### src/rtl/oflow_calc_min_ctrl_pkg.sv
// Shared oflow core definitions: score/id widths, the saturated score value and the
// min-calculator controller state encoding.
package oflow_calc_min_ctrl_pkg;

  localparam int unsigned SCORE_LEN = 16;
  localparam int unsigned ID_LEN    = 8;

  localparam logic [SCORE_LEN-1:0] MAX_SCORE = '1;

  typedef enum logic [2:0] {
    StIdle,
    StInit,
    StIssue,
    StWait,
    StOut
  } state_e;

endpackage

### src/rtl/oflow_calc_min_ctrl.sv
// Per-object controller that walks previous-frame candidates two at a time through the
// min-calculator and hands the result to the score board. Optional abort: OFLOW_CALC_MIN_TIMEOUT_EN.
module oflow_calc_min_ctrl
  import oflow_calc_min_ctrl_pkg::*;
#(
  parameter int unsigned MAX_CAND    = 32,
  parameter int unsigned TIMEOUT_CYC = 16
) (
  input  logic                          clk,
  input  logic                          reset_N,
  input  logic                          start_obj,
  input  logic [$clog2(MAX_CAND+1)-1:0] num_cand,
  output logic                          busy,
  output logic                          start_score_calc,
  output logic                          start_calc_min,
  input  logic                          done_calc_min,
  output logic [ID_LEN-1:0]             cand_id_0,
  output logic [ID_LEN-1:0]             cand_id_1,
  output logic                          cand_valid_1,
  input  logic [SCORE_LEN-1:0]          min_score_0,
  input  logic [SCORE_LEN-1:0]          min_score_1,
  input  logic [ID_LEN-1:0]             min_id_0,
  input  logic [ID_LEN-1:0]             min_id_1,
  output logic [SCORE_LEN-1:0]          res_score_0,
  output logic [ID_LEN-1:0]             res_id_0,
  output logic [SCORE_LEN-1:0]          res_score_1,
  output logic [ID_LEN-1:0]             res_id_1,
  output logic                          res_valid,
  input  logic                          res_ready,
  output logic                          err_timeout
);

  localparam int unsigned NumW  = $clog2(MAX_CAND + 1);
  localparam int unsigned BaseW = $clog2(MAX_CAND) + 1;
  localparam int unsigned CmpW  = ((BaseW > NumW) ? BaseW : NumW) + 1;

  state_e               state_q, state_d;
  logic [NumW-1:0]      num_q, num_d, num_sat;
  logic [BaseW-1:0]     base_q, base_d;
  logic [SCORE_LEN-1:0] res_score_0_q, res_score_0_d, res_score_1_q, res_score_1_d;
  logic [ID_LEN-1:0]    res_id_0_q, res_id_0_d, res_id_1_q, res_id_1_d;
  logic [CmpW-1:0]      num_ext, base_p1, base_p2;
  logic                 lanes_active;

  assign num_sat = (num_cand > NumW'(MAX_CAND)) ? NumW'(MAX_CAND) : num_cand;
  assign num_ext = CmpW'(num_q);
  assign base_p1 = CmpW'(base_q) + CmpW'(1);
  assign base_p2 = CmpW'(base_q) + CmpW'(2);

`ifdef OFLOW_CALC_MIN_TIMEOUT_EN
  localparam int unsigned CntW = $clog2(TIMEOUT_CYC + 1);

  logic [CntW-1:0] cnt_q, cnt_d;
  logic            err_q, err_d;

  assign err_timeout = err_q;
`else
  assign err_timeout = 1'b0;
`endif

  always_ff @(posedge clk) begin
    if (!reset_N) begin
      state_q       <= StIdle;
      num_q         <= '0;
      base_q        <= '0;
      res_score_0_q <= '0;
      res_score_1_q <= '0;
      res_id_0_q    <= '0;
      res_id_1_q    <= '0;
`ifdef OFLOW_CALC_MIN_TIMEOUT_EN
      cnt_q         <= '0;
      err_q         <= 1'b0;
`endif
    end else begin
      state_q       <= state_d;
      num_q         <= num_d;
      base_q        <= base_d;
      res_score_0_q <= res_score_0_d;
      res_score_1_q <= res_score_1_d;
      res_id_0_q    <= res_id_0_d;
      res_id_1_q    <= res_id_1_d;
`ifdef OFLOW_CALC_MIN_TIMEOUT_EN
      cnt_q         <= cnt_d;
      err_q         <= err_d;
`endif
    end
  end

  always_comb begin
    state_d       = state_q;
    num_d         = num_q;
    base_d        = base_q;
    res_score_0_d = res_score_0_q;
    res_score_1_d = res_score_1_q;
    res_id_0_d    = res_id_0_q;
    res_id_1_d    = res_id_1_q;
`ifdef OFLOW_CALC_MIN_TIMEOUT_EN
    cnt_d         = cnt_q;
    err_d         = err_q;
`endif

    unique case (state_q)
      StIdle: begin
        if (start_obj) begin
          num_d   = num_sat;
          base_d  = '0;
`ifdef OFLOW_CALC_MIN_TIMEOUT_EN
          err_d   = 1'b0;
`endif
          state_d = StInit;
        end
      end
      StInit: begin
        if (num_q == '0) begin
          // No candidates: report the "no match" result directly.
          res_score_0_d = MAX_SCORE;
          res_score_1_d = MAX_SCORE;
          res_id_0_d    = '0;
          res_id_1_d    = '0;
          state_d       = StOut;
        end else begin
          state_d = StIssue;
        end
      end
      StIssue: begin
`ifdef OFLOW_CALC_MIN_TIMEOUT_EN
        cnt_d   = '0;
`endif
        state_d = StWait;
      end
      StWait: begin
        if (done_calc_min) begin
          base_d = BaseW'(base_p2);
          if (base_p2 >= num_ext) begin
            res_score_0_d = min_score_0;
            res_score_1_d = min_score_1;
            res_id_0_d    = min_id_0;
            res_id_1_d    = min_id_1;
            state_d       = StOut;
          end else begin
            state_d = StIssue;
          end
        end
`ifdef OFLOW_CALC_MIN_TIMEOUT_EN
        else if (cnt_q == CntW'(TIMEOUT_CYC - 1)) begin
          err_d         = 1'b1;
          res_score_0_d = MAX_SCORE;
          res_score_1_d = MAX_SCORE;
          res_id_0_d    = '0;
          res_id_1_d    = '0;
          state_d       = StOut;
        end else begin
          cnt_d = cnt_q + CntW'(1);
        end
`endif
      end
      StOut: begin
        if (res_ready) begin
          state_d = StIdle;
        end
      end
      default: state_d = StIdle;
    endcase
  end

  // Ids only change when base advances on a done, so they are stable through WAIT.
  assign lanes_active     = (state_q == StIssue) || (state_q == StWait);
  assign cand_id_0        = lanes_active ? ID_LEN'(base_q) : '0;
  assign cand_id_1        = lanes_active ? ID_LEN'(base_p1) : '0;
  assign cand_valid_1     = lanes_active && (base_p1 < num_ext);

  assign busy             = (state_q != StIdle);
  assign start_score_calc = (state_q == StInit);
  assign start_calc_min   = (state_q == StIssue);
  assign res_valid        = (state_q == StOut);

  assign res_score_0      = res_score_0_q;
  assign res_score_1      = res_score_1_q;
  assign res_id_0         = res_id_0_q;
  assign res_id_1         = res_id_1_q;

endmodule

### config.mk
export PLATFORM = sky130hd
export DESIGN_NAME = oflow_calc_min_ctrl
export DESIGN_NICKNAME = d
export VERILOG_FILES = /design/src/rtl/oflow_calc_min_ctrl_pkg.sv /design/src/rtl/oflow_calc_min_ctrl.sv
export SDC_FILE = /design/constraint.sdc
export NUM_CORES = 1
export LEC_CHECK = 0
export CORE_MARGIN = 1
export CORE_UTILIZATION = 44
export DETAILED_ROUTE_END_ITERATION = 16
export GPL_TIMING_DRIVEN = 0
export HOLD_SLACK_MARGIN = 0.02
export PLACE_DENSITY = 0.91
export REMOVE_ABC_BUFFERS = 1
export SETUP_SLACK_MARGIN = 0.15
export SYNTH_ARGS = -nofsm -noshare
export SYNTH_HDL_FRONTEND = slang
export SYNTH_SLANG_ARGS = --single-unit
### constraint.sdc
create_clock -name clk -period 6.69 [get_ports clk]
set_input_delay 1.338 -clock clk [delete_from_list [all_inputs] [get_ports clk]]
set_output_delay 1.338 -clock clk [all_outputs]
set_load 0.01 [all_outputs]
==> metrics.txt <==
via count 2581; die area 0.00665 mm^2; Seq/Total Area, Yosys 0.446; sequential power share 0.431; fin area 0.00418 mm^2; NetSw 234 uW; Arrival @ worst endpoint 2.59 ns; Post-CTS Hold Buffers 0; outcome finished clean; Top FF cell, synth dfxtp_1; DP HPWL 5.21 mm; worst flop-to-flop path startpoint base_q[1]; largest net degree at the start of global routing 50; Synth async-reset ratio 0; wire per inst 15.4 um; Initial Util 0.462; Clock power frac 0.370; Post-synth EDFFs 0; P&R area growth vs syn 50.2%; setup TNS 0 ns; WHS 0.469 ns; Max Cap Viol 0; max-slew violations 0; Distinct cells, synth 40; Filler Cell Count 453; Area after DPL 0.00397 mm^2; commonest cells after routing, fill and taps aside clkdlybuf4s50_1 (121), dfxtp_1 (62), o221a_2 (29), nand2_1 (23), nand3_1 (22); CTS max path bufs 2; clock-pin slew on the worst setup and hold paths 0.07 ns; DR iter-0 viols 146; RR Endpoint res_score_0[9]; chip width 81.5 um; DRC viols 0; Hold Path Origin res_id_1[3]; drt via density 5.43; grt ovf 0; worst-margin pin slew 0.736 ns; global-route wire length before repair 11.5 mm; later-pin clock latency in the skew report 0.33 ns; io pins 129; share of layout cells above drive strength 1 0.130; nets 465; clock tree sinks 62; WS Path Type flip-flop to primary output; CTS resizes 0; Finish-stage setup viols 0; P_int 731 uW; Detailed Route WL 7.34 mm; Setup Fix Bufs, Post-CTS 0; R2R setup slack 3.46 ns; RD Place Congestion 0.922; f_max 255 MHz; cell row count 28; Mapped Area 0.00278 mm^2; Logic pwr share 0.199; Min-Delay Path Class flip-flop to flip-flop; TritonCTS clock tree yes; largest family of logic cells by synthesized area compound AO/OA/AOI/OAI gates; Max VDD drop 0.154 mV; adder-cell share of the synthesized area 0.0494; WHS Endpoint res_id_1[3]; clock root cell clkbuf_8; Hold Vio Cnt, Final 0; xor and xnor area share after synthesis 0.00944; Syn Area/Cell 9.70 um^2; storage element area 0.00124 mm^2; CP required 5.35 ns; Pre-antenna DRT Iters 4; Sw Ratio 0.242; crit path launch base_q[1]; vias in the first global route 2487; final period utilization 0.587; # port buffers 122; die height 81.5 um; n_diodes 0; Period minus WS final 3.93 ns; Max FO, Critical Path 6; setup repair after global routing missed its margin no; Slew HR 0.509; pwr dens 231 mW/mm^2; Mapped Cells 287; Final Skew 0.00812 ns; simple-gate share of the synthesized area 0.177; multiplexer share of the synthesized area 0; Core Area 0.00603 mm^2; CP Capture Type primary output; area of the multi-input gates 0.00134 mm^2; initial antenna violation count 0; compound-cell area share of the yosys netlist 0.235; Syn. warnings 0; most common cell after layout, fill and taps aside clkdlybuf4s50_1; GRT Overall Usage 0.226; critical path startpoint category flip-flop; CTS Buf Count 9; Reg2Reg Depth 9; Static Leak 1.55 nW; Hold Crit Depth 2; ANT nets after route 0; H-tree levels 3; post-synthesis register bit count 62
==> how the worst max path moves through the flow <==
stage                     cells after the start  slack (ns)             end
after CTS                                     8        2.72    cand_valid_1
after detailed placement                      6        3.05     res_id_1[7]
after global routing                          8        2.60    cand_valid_1
after floorplan                               8        3.71  res_score_0[0]
final                                         8        2.76    cand_valid_1
after global placement                        4        2.32     res_id_0[6]
==> cell type report <==
class / instances / share of cell area
well taps: 75 / 0.0224
multi-input cells: 187 / 0.320
clock inverters: 4 / 0.0168
clock buffers: 12 / 0.0347
repair buffers: 124 / 0.299
inverters: 11 / 0.00988
flip-flops and latches: 62 / 0.297
==> per-layer routing <==
metal	global-route usage	vias up	wire [um]
met5	0	-	0
met2	0.373	102	3580
met1	0.273	1209	3080
li1	-	1255	-
met3	0.0733	15	551
met4	0.0839	0	125
==> through the flow <==
stage	cells	worst slack, ns	power [mW]	utilization
after floorplan	260	3.71	0.503	-
after global placement	457	2.32	0.608	0.652
after detailed placement	459	3.05	0.615	0.658
after CTS	475	2.72	0.972	0.694
after global routing	475	2.60	1.01	0.694
final	475	2.76	0.965	0.694
==> critical path: stages, from the launching register on <==
cell and delay (ns):
dfxtp_1 0.43, inv_1 0.12, ha_1 0.31, nand2b_1 0.05
a21o_1 0.17, a21o_1 0.17, a21o_1 0.18, a211oi_1 0.25
clkdlybuf4s50_1 0.57
==> synthesized netlist by cell type (3+ instances only) <==
cell	n	share of area
a21oi_1	10	0.018
nand3_1	22	0.040
a21o_1	5	0.013
o221a_2	29	0.12
nor3b_1	6	0.016
buf_6	5	0.020
clkbuf_1	18	0.024
and2_1	11	0.025
o21ai_0	3	0.0054
nor2b_1	10	0.022
o221a_1	3	0.012
nor2_1	4	0.0054
dfxtp_1	62	0.45
ha_1	11	0.049
nand2_1	23	0.031
o22ai_1	16	0.036
buf_4	7	0.019
inv_1	11	0.015
==> power by group through the flow <==
stage          combinational, mW  clock, mW  sequential (mW)
2_1_floorplan             0.0714          0            0.431
3_3_place_gp               0.187          0            0.421
3_5_place_dp               0.192          0            0.423
4_1_cts                    0.193      0.364            0.415
5_1_grt                    0.207      0.381            0.419
6_report                   0.192      0.357            0.415
==> flip-flops by register name (all words and copies together), names as in the netlist <==
signal and count:
res_score_0 16, res_score_1 16, res_id_0 8, res_id_1 8, num_q 6, base_q 5
state_q 3
==> kinds of logic after synthesis <==
kind of cell             Yosys count
AND/OR/NAND/NOR                   90
AO/OA/AOI/OAI                     77
flip-flops                        62
buffers and inverters             43
adder cells (fa/ha/maj)           11
XOR/XNOR                           3
other                              1
Note: power is estimated with default switching activity, not from simulation.
